**config.mk**
```make
export PLATFORM = sky130hd
export DESIGN_NAME = instr_sequencer
export DESIGN_NICKNAME = d
export VERILOG_FILES = /design/src/rtl/cpu_pkg.sv /design/src/rtl/instr_sequencer.sv
export SDC_FILE = /design/constraint.sdc
export NUM_CORES = 1
export LEC_CHECK = 0
export ABC_AREA = 1
export CAP_MARGIN = 20
export CORE_MARGIN = 2
export CORE_UTILIZATION = 38
export DETAILED_ROUTE_END_ITERATION = 7
export SETUP_SLACK_MARGIN = 0.1
export SYNTH_ARGS = -nofsm -noshare
export SYNTH_HDL_FRONTEND = slang
export SYNTH_SLANG_ARGS = --single-unit
```
**constraint.sdc**
```tcl
create_clock -name clk -period 2.4 [get_ports clk]
set_clock_uncertainty 0.1 [all_clocks]
set_input_delay 0.36 -clock clk [delete_from_list [all_inputs] [get_ports clk]]
set_output_delay 0.36 -clock clk [all_outputs]
set_load 0.02 [all_outputs]
```
**src/rtl/cpu_pkg.sv**
```systemverilog
// Shared definitions for the simple CPU: instruction class codes, per-class
// CU cycle counts and the sequencer state encoding.
package cpu_pkg;

  localparam logic [1:0] CLS_NOP   = 2'b00;
  localparam logic [1:0] CLS_STD   = 2'b01;
  localparam logic [1:0] CLS_LOAD  = 2'b10;
  localparam logic [1:0] CLS_STORE = 2'b11;

  // Cycles the CU FSM spends on one instruction of each class.
  localparam logic [2:0] HOLD_STD   = 3'd3;  // DEC, EXE, WB
  localparam logic [2:0] HOLD_LOAD  = 3'd4;  // DEC, EXE, MEM, WB
  localparam logic [2:0] HOLD_STORE = 3'd3;  // DEC, EXE, MEM

  typedef enum logic [2:0] {
    SEQ_IDLE  = 3'd0,
    SEQ_FETCH = 3'd1,
    SEQ_LOAD  = 3'd2,
    SEQ_ISSUE = 3'd3,
    SEQ_DONE  = 3'd4
  } seq_state_e;

  // Hold count for a class; class 00 is never issued so it maps to 0.
  function automatic logic [2:0] hold_cycles(input logic [1:0] cls);
    case (cls)
      CLS_STD:   return HOLD_STD;
      CLS_LOAD:  return HOLD_LOAD;
      CLS_STORE: return HOLD_STORE;
      default:   return 3'd0;
    endcase
  endfunction

endpackage

```
**src/rtl/instr_sequencer.sv**
```systemverilog
// Program sequencer: fetches instructions from a synchronous ROM and holds
// each on `instr` for exactly the number of cycles the CU spends on it.
// The next instruction is prefetched two cycles before the boundary so that
// it lands on the same edge the CU re-enters DECODE.
//
// state     | meaning
// IDLE      | waiting for run; instr=0
// FETCH     | ROM read of pc issued
// LOAD      | ROM data valid; class 00 ends the program immediately
// ISSUE     | instruction on instr, cnt counts down to the boundary
// DONE      | program finished or halted; waits for run to drop
module instr_sequencer
  import cpu_pkg::*;
#(
  parameter int INSTR_WIDTH = 20,
  parameter int PC_BITS     = 5,
  parameter int PROG_LEN    = 32
) (
  input  logic                   clk,
  input  logic                   rst,
  input  logic                   run,
  input  logic                   halt_req,
  input  logic                   loop_en,
  output logic                   imem_en,
  output logic [PC_BITS-1:0]     imem_addr,
  input  logic [INSTR_WIDTH-1:0] imem_data,
  output logic [INSTR_WIDTH-1:0] instr,
  output logic [PC_BITS-1:0]     pc,
  output logic                   busy,
  output logic                   done
);

  localparam logic [PC_BITS-1:0] LAST_PC = PC_BITS'(PROG_LEN - 1);

  seq_state_e             state_q, state_d;
  logic [2:0]             cnt_q, cnt_d;
  logic                   halt_pend_q, halt_pend_d;
  logic                   end_q, end_d;
  logic [INSTR_WIDTH-1:0] instr_q, instr_d;
  logic [PC_BITS-1:0]     pc_q, pc_d;
  logic                   imem_en_q, imem_en_d;
  logic [PC_BITS-1:0]     imem_addr_q, imem_addr_d;
  logic                   busy_q, busy_d;
  logic                   done_q, done_d;
  logic [1:0]             fetched_cls;

  assign fetched_cls = imem_data[INSTR_WIDTH-1 -: 2];

  // Next-state and registered-output computation for the whole sequencer.
  always_comb begin
    state_d     = state_q;
    cnt_d       = cnt_q;
    halt_pend_d = halt_pend_q;
    end_d       = end_q;
    instr_d     = instr_q;
    pc_d        = pc_q;
    imem_en_d   = 1'b0;
    imem_addr_d = imem_addr_q;

    case (state_q)
      SEQ_IDLE: begin
        instr_d     = '0;
        pc_d        = '0;
        cnt_d       = '0;
        halt_pend_d = 1'b0;
        end_d       = 1'b0;
        if (run) begin
          state_d     = SEQ_FETCH;
          imem_en_d   = 1'b1;
          imem_addr_d = '0;
        end
      end
      SEQ_FETCH: begin
        halt_pend_d = halt_pend_q | halt_req;
        state_d     = SEQ_LOAD;
      end
      SEQ_LOAD: begin
        if (fetched_cls == CLS_NOP) begin
          state_d     = SEQ_DONE;
          instr_d     = '0;
          halt_pend_d = 1'b0;
        end else begin
          // Extra cycle covers the CU leaving RESET before its first DECODE.
          halt_pend_d = halt_pend_q | halt_req;
          state_d     = SEQ_ISSUE;
          instr_d     = imem_data;
          cnt_d       = hold_cycles(fetched_cls) + 3'd1;
        end
      end
      SEQ_ISSUE: begin
        halt_pend_d = halt_pend_q | halt_req;
        cnt_d       = cnt_q - 3'd1;
        // Registering the read here puts imem_en high during the cnt==2 cycle.
        if (cnt_q == 3'd3) begin
          if (pc_q == LAST_PC && !loop_en) begin
            end_d = 1'b1;
          end else begin
            imem_en_d   = 1'b1;
            imem_addr_d = (pc_q == LAST_PC) ? '0 : pc_q + PC_BITS'(1);
          end
        end
        if (cnt_q == 3'd1) begin
          if (halt_pend_q || halt_req || end_q || fetched_cls == CLS_NOP) begin
            state_d     = SEQ_DONE;
            instr_d     = '0;
            cnt_d       = '0;
            halt_pend_d = 1'b0;
          end else begin
            instr_d = imem_data;
            pc_d    = imem_addr_q;
            cnt_d   = hold_cycles(fetched_cls);
          end
        end
      end
      SEQ_DONE: begin
        instr_d     = '0;
        halt_pend_d = 1'b0;
        end_d       = 1'b0;
        if (!run) state_d = SEQ_IDLE;
      end
      default: begin
        state_d     = SEQ_IDLE;
        instr_d     = '0;
        pc_d        = '0;
        cnt_d       = '0;
        halt_pend_d = 1'b0;
        end_d       = 1'b0;
        imem_addr_d = '0;
      end
    endcase

    busy_d = (state_d == SEQ_FETCH) || (state_d == SEQ_LOAD) || (state_d == SEQ_ISSUE);
    done_d = (state_d == SEQ_DONE);
  end

  // State and output registers with synchronous active-low reset.
  always_ff @(posedge clk) begin
    if (!rst) begin
      state_q     <= SEQ_IDLE;
      cnt_q       <= '0;
      halt_pend_q <= 1'b0;
      end_q       <= 1'b0;
      instr_q     <= '0;
      pc_q        <= '0;
      imem_en_q   <= 1'b0;
      imem_addr_q <= '0;
      busy_q      <= 1'b0;
      done_q      <= 1'b0;
    end else begin
      state_q     <= state_d;
      cnt_q       <= cnt_d;
      halt_pend_q <= halt_pend_d;
      end_q       <= end_d;
      instr_q     <= instr_d;
      pc_q        <= pc_d;
      imem_en_q   <= imem_en_d;
      imem_addr_q <= imem_addr_d;
      busy_q      <= busy_d;
      done_q      <= done_d;
    end
  end

  assign imem_en   = imem_en_q;
  assign imem_addr = imem_addr_q;
  assign instr     = instr_q;
  assign pc        = pc_q;
  assign busy      = busy_q;
  assign done      = done_q;

endmodule
```
==> impl_metrics.json, run 1 <==
{
  "ant_nets": 0,
  "num_antenna_cells": 0,
  "p_leak_uw": 0.00149,
  "first_iter_violations": 100,
  "cts.htree.levels": 2,
  "initial_utilization_pct": 39.9,
  "drive_above_1_share_pct": 9.95,
  "nNetsFinal": 431,
  "netlist_instances": 345,
  "arrival_ns": 1.36,
  "ctsHoldBuffers": 0,
  "vdd_drop_max_uv": 355,
  "gp_congestion": 0.846,
  "finalSetupViolCount": 0,
  "critPathKind": "flip-flop to output port",
  "final_common_cell": "nand2_1",
  "rr_endpoint": "imem_addr[3]$_SDFFE_PN0P_",
  "status": "finished clean",
  "synth.area.top_cells": "dfxtp_1 (37%), nand2_1 (14%), nor2_1 (13%), inv_1 (7.4%), nand3_1 (5.8%)",
  "rows": 27,
  "grt.overflow.total": 0,
  "cts_root_buf": "clkbuf_8",
  "ys.flop_type": "dfxtp_1",
  "fmax_ghz": 0.550,
  "tightest_slew_ns": 0.452,
  "critPathMaxFanout": 6,
  "rsz0062_at_grt": "false",
  "numPortBuffers": 57,
  "reg2reg_depth": 12,
  "viasPerCell": 4.59,
  "worst-path-buf-inv": 1,
  "finalSetupTns_ns": 0,
  "cp_slowest_cell": "clkdlybuf4s50_1",
  "clock_latency_ns": 0.30,
  "die_y_um": 80.8,
  "yosysWarningCount": 0,
  "slew_headroom_pct": 69.8,
  "synth_area_leader_cell": "dfxtp_1",
  "period_share_pct": 75.8,
  "cts_buffers": 5,
  "rrSetupSlack_ns": 0.59,
  "grt.total_usage_pct": 18.1,
  "min_path_cells": 2,
  "grt_pass1_wl_um": 9070,
  "io_pins": 58,
  "vias": 2178,
  "power.density_mw_per_mm2": 774,
  "drc": 0,
  "maxCapViolCount": 0,
  "clk_pin_slew_ns": 0.08,
  "r2r_start": "pc[0]$_SDFFE_PN0P_",
  "critical_path.top_delay_family": "buffers and inverters",
  "syn-cell-area_mm2": 0.00224,
  "synth_edf_count": 0,
  "grt_max_degree": 41,
  "grt_pass1_vias": 1931,
  "synth_fp_nets": 375,
  "grt_antenna_before_repair": 0,
  "dieWidth_um": 80.8,
  "dieArea_mm2": 0.00652,
  "synth_top_cell_area_share_pct": 36.6,
  "critical-path-max-stage-delay_ns": 0.64,
  "slew_viol_final": 0,
  "syn_area_per_cell_um2": 6.49,
  "hold-path-endpoint": "end_q$_SDFFE_PN0P_",
  "async_reset_ff_share_pct": 0,
  "cts_resized": 0,
  "finalHoldViolations": 0,
  "cts_buffer_depth": 2,
  "post-route-util_pct": 52.7,
  "coreArea_mm2": 0.00561,
  "cts_setup_buffers": 0,
  "hold_start": "end_q$_SDFFE_PN0P_",
  "syn_to_final_growth_pct": 31.8,
  "dr.pass1.iters": 4,
  "ys_seq_elements": 41,
  "hold_path_class": "flip-flop to flip-flop",
  "avgRoutedWirePerCell_um": 11.4,
  "layout_common_cells": "nand2_1 (86), nor2_1 (79), clkdlybuf4s50_1 (57)",
  "dp_hpwl_um": 3980,
  "cts_tree": "built",
  "synth_cell_types": 28,
  "cts.sinks": 41,
  "period_minus_slack_ns": 1.82,
  "critPathLaunchType": "flip-flop",
  "wl_um": 5430,
  "crit_path_cell_trace": "clkdlybuf4s50_1",
  "crit_path_end_kind": "output port",
  "nFillCells": 600,
  "synth_seq_area_share_pct": 36.6,
  "crit_required_ns": 1.94
}
sequential cells by signal, indices dropped and copies added (netlist names), 3 cells and up:
register,flops
instr,20
cnt_q,3
imem_addr,5
pc,5
state_q,3
cells by family after synthesis:
kind of cell / after synthesis / share of synthesized area, %
AO/OA/AOI/OAI: 14 / 3.41
XOR/XNOR: 1 / 0.391
adder cells (fa/ha/maj): 5 / 2.79
buffers and inverters: 62 / 11.7
flip-flops: 41 / 36.6
AND/OR/NAND/NOR: 222 / 45.0
cell type report:
class | instances | area, um2 | share of cell area [%]
Clock buffer | 7 | 96.3 | 3.26
Clock inverter | 1 | 5.00 | 0.169
Inverter | 51 | 191 | 6.48
Multi-Input combinational cell | 242 | 1160 | 39.2
Sequential cell | 41 | 821 | 27.8
Tap cell | 72 | 90.1 | 3.05
Timing Repair Buffer | 60 | 593 | 20.1
worst max-delay path by stage:
stage	startpoint	to	slack [ns]	cells past startpoint
after floorplan	pc[0]$_SDFFE_PN0P_	imem_addr[0]$_SDFFE_PN0P_	0.72	12
after global placement	imem_data[18]	pc[3]$_SDFFE_PN0P_	0.47	9
after detailed placement	imem_data[18]	pc[2]$_SDFFE_PN0P_	0.42	9
after CTS	pc[2]$_SDFFE_PN0P_	pc[2]	0.56	1
after global routing	pc[1]$_SDFFE_PN0P_	imem_addr[2]$_SDFFE_PN0P_	0.41	12
final	pc[2]$_SDFFE_PN0P_	pc[2]	0.58	1
where the power goes:
part	leakage (uW)	switching (uW)	internal, uW
Combinational	0.00110	542	368
Sequential	0.000335	85.9	788
Clock	0.0000542	243	260
Total	0.00149	871	1420
synth_stat cells (3+ instances only):
library cell  count
buf_4             4
nand2_2           3
nor2_2            3
inv_2             5
inv_1            44
o21ai_0           6
nor2_4            3
nand3_2          12
dfxtp_1          41
nor2_1           79
nand4_1           6
nand3_1          26
buf_2             3
nand2_1          86
a21oi_1           4
ha_1              5
per-stage QoR:
step	setup slack, ns	instances	hold WS (ns)	total power (uW)	cell area [um2]
after floorplan	0.720	345	0.347	1490	2240
after global placement	0.474	466	0.375	1800	2850
after detailed placement	0.416	466	0.374	1810	2850
after CTS	0.564	474	0.386	2310	2950
after global routing	0.408	474	0.409	2460	2950
final	0.581	474	0.387	2290	2950
per-layer routing:
metal | wire (um) | vias up | GRT usage, %
met1 | 2750 | 967 | 25.1
met3 | 247 | 7 | 4.44
met5 | 0 | - | 0
met4 | 66 | 0 | 5.59
li1 | - | 1161 | -
met2 | 2360 | 43 | 27.8
No activity file was read; power rests on OpenSTA's default activity.
==> run 2, diff against run 1 <==
--- a/config.mk
+++ b/config.mk
@@ -10,6 +10,7 @@
 export CORE_MARGIN = 2
 export CORE_UTILIZATION = 38
 export DETAILED_ROUTE_END_ITERATION = 7
+export PLACE_DENSITY = 0.67
 export SETUP_SLACK_MARGIN = 0.1
 export SYNTH_ARGS = -nofsm -noshare
 export SYNTH_HDL_FRONTEND = slang
==> constraint.sdc (replaced) <==
create_clock -name clk -period 1.6 [get_ports clk]
set_clock_uncertainty 0.1 [all_clocks]
set_input_delay 0.24 -clock clk [delete_from_list [all_inputs] [get_ports clk]]
set_output_delay 0.24 -clock clk [all_outputs]
set_load 0.02 [all_outputs]
==> impl_metrics.json, run 2 (same netlist as run 1, synthesis figures left out) <==
{
  "fin_ws_ns": -0.0310,
  "power.density_mw_per_mm2": 1090,
  "drive_above_1_share_pct": 34.1,
  "avgRoutedWirePerCell_um": 13.7,
  "dp_hpwl_um": 4210,
  "dieArea_mm2": 0.00652,
  "critical_path.top_delay_family": "simple AND/OR/NAND/NOR gates",
  "grt_pass1_vias": 2269,
  "numPortBuffers": 57,
  "slew_headroom_pct": 80.1,
  "dp.cells": 491,
  "rows": 27,
  "dr.pass1.iters": 4,
  "post-route-util_pct": 68.1,
  "nNetsFinal": 475,
  "coreArea_mm2": 0.00561,
  "final_cells": 518,
  "viasPerCell": 4.73,
  "wl_um": 7110,
  "violations": "setup timing",
  "slew_viol_final": 0,
  "dieWidth_um": 80.8,
  "num_antenna_cells": 0,
  "critPathKind": "flip-flop to flip-flop",
  "cp_slowest_cell": "dfxtp_4",
  "clock_latency_ns": 0.29,
  "p_leak_uw": 0.00203,
  "grt.overflow.total": 0,
  "syn_to_final_growth_pct": 70.6,
  "cts_root_buf": "clkbuf_8",
  "final_common_cell": "nand2_1",
  "arrival_ns": 1.77,
  "gp_congestion": 0.893,
  "status": "complete, but fails checks",
  "critPathMaxFanout": 6,
  "vdd_drop_max_uv": 493,
  "worst-path-buf-inv": 3,
  "initial_utilization_pct": 39.9,
  "vias": 2451,
  "cts_buffers": 5,
  "grt_antenna_before_repair": 0,
  "die_y_um": 80.8,
  "ant_nets": 0,
  "rsz0062_at_grt": "true",
  "critical-path-max-stage-delay_ns": 0.42,
  "first_iter_violations": 171,
  "period_minus_slack_ns": 1.63,
  "finalSetupTns_ns": -0.0635,
  "grt.total_usage_pct": 19.6,
  "grt_pass1_wl_um": 10100,
  "io_pins": 58,
  "cts_buffer_depth": 2,
  "holdWs_ns": 0.337,
  "tightest_slew_ns": 0.298,
  "largest_register_ffs": 20,
  "finalHoldViolations": 0,
  "fmax_ghz": 0.613,
  "crit_path_frequent_cell": "nand2_1",
  "cts.htree.levels": 2,
  "critPathLaunchType": "flip-flop",
  "layout_common_cells": "nand2_1 (74), nor2_1 (58), inv_1 (40)",
  "crit_path_end_kind": "flip-flop",
  "finalSetupViolCount": 4,
  "maxCapViolCount": 0,
  "nFillCells": 471,
  "hold_path_class": "primary input to flip-flop",
  "cts.sinks": 41,
  "crit_required_ns": 1.74,
  "clk_pin_slew_ns": 0.08,
  "crit_path_cell_trace": "nand2_4, nor2_4, buf_6, nand3_4, nand2_8, buf_12, nand3_1, nand2_1, nand2_1, inv_1",
  "drc": 0,
  "period_share_pct": 102,
  "grt_max_degree": 21,
  "cts_tree": "built"
}
-- run 2: cell types whose count changed in the layout (fill, tap and decap cells not counted), moves of 7 or more --
cell,change
nand3_1,-15
clkdlybuf4s50_1,-34
nand3_2,+10
nand2_4,+7
dfxtp_1,-8
nand2_1,-12
nor2_4,+10
buf_4,+28
dlygate4sd2_1,+33
nor2_1,-21
nor2_2,+11
-- run 2: layout make-up --
type	instances	area (um2)	area share, %
clock buffer	7	108	2.82
clock inverter	1	7.51	0.197
inverter	51	204	5.34
multi-input combinational	242	1500	39.3
sequential	41	843	22.1
tap	72	90.1	2.36
timing repair buffer	104	1060	27.9
-- run 2: layer usage --
| layer | GRT usage, % | routed length, um | vias up |
|---|---|---|---|
| li1 | - | - | 1260 |
| met1 | 26.2 | 3160 | 1128 |
| met2 | 32.9 | 3530 | 54 |
| met3 | 3.00 | 321 | 9 |
| met4 | 5.76 | 90 | 0 |
| met5 | 0 | 0 | - |
-- run 2: what timing repair did --
action / 4_1_cts / 5_1_grt
cloned: 3 / 3
gates resized for setup: 59 / 82
pin swaps: 6 / 40
setup endpoints to repair: 66 / 38
buffers inserted: 4 / 9
hold buffers: 0 / 0
-- run 2: power by group --
part           internal, uW  total [uW]  switching [uW]
Sequential             1190        1340             149
Clock                   445         823             378
Combinational           894        2000            1100
-- run 2: path summary, 6_finish.rpt --
| kind | slack, ns | end | cells past startpoint | start |
|---|---|---|---|---|
| worst max-delay path | -0.03 | instr[8]$_SDFFE_PN0P_ | 10 | state_q[1]$_SDFF_PN0_ |
| worst max register to register | -0.03 | instr[8]$_SDFFE_PN0P_ | 10 | state_q[1]$_SDFF_PN0_ |
| worst min-delay path | 0.34 | cnt_q[2]$_SDFFE_PN0P_ | 5 | imem_data[19] |
| worst min register to register | 0.42 | imem_addr[3]$_SDFFE_PN0P_ | 2 | imem_addr[3]$_SDFFE_PN0P_ |
-- run 2: worst min-delay path: cells and delay by family --
family                 cells  cell delay (ns)
and+or+nand+nor            4             0.29
buffers and inverters      1             0.16
-- run 2: stage by stage --
| step | worst slack, ns | total power (uW) | cell area (um2) |
|---|---|---|---|
| 3_3_place_gp | -0.160 | 2860 | 3110 |
| 4_1_cts | 0.0459 | 3810 | 3360 |
| 2_1_floorplan | 0.102 | 2260 | 2270 |
| 5_1_grt | -0.122 | 4420 | 3820 |
| 3_5_place_dp | -0.241 | 2890 | 3110 |
| 6_report | -0.0310 | 4160 | 3820 |
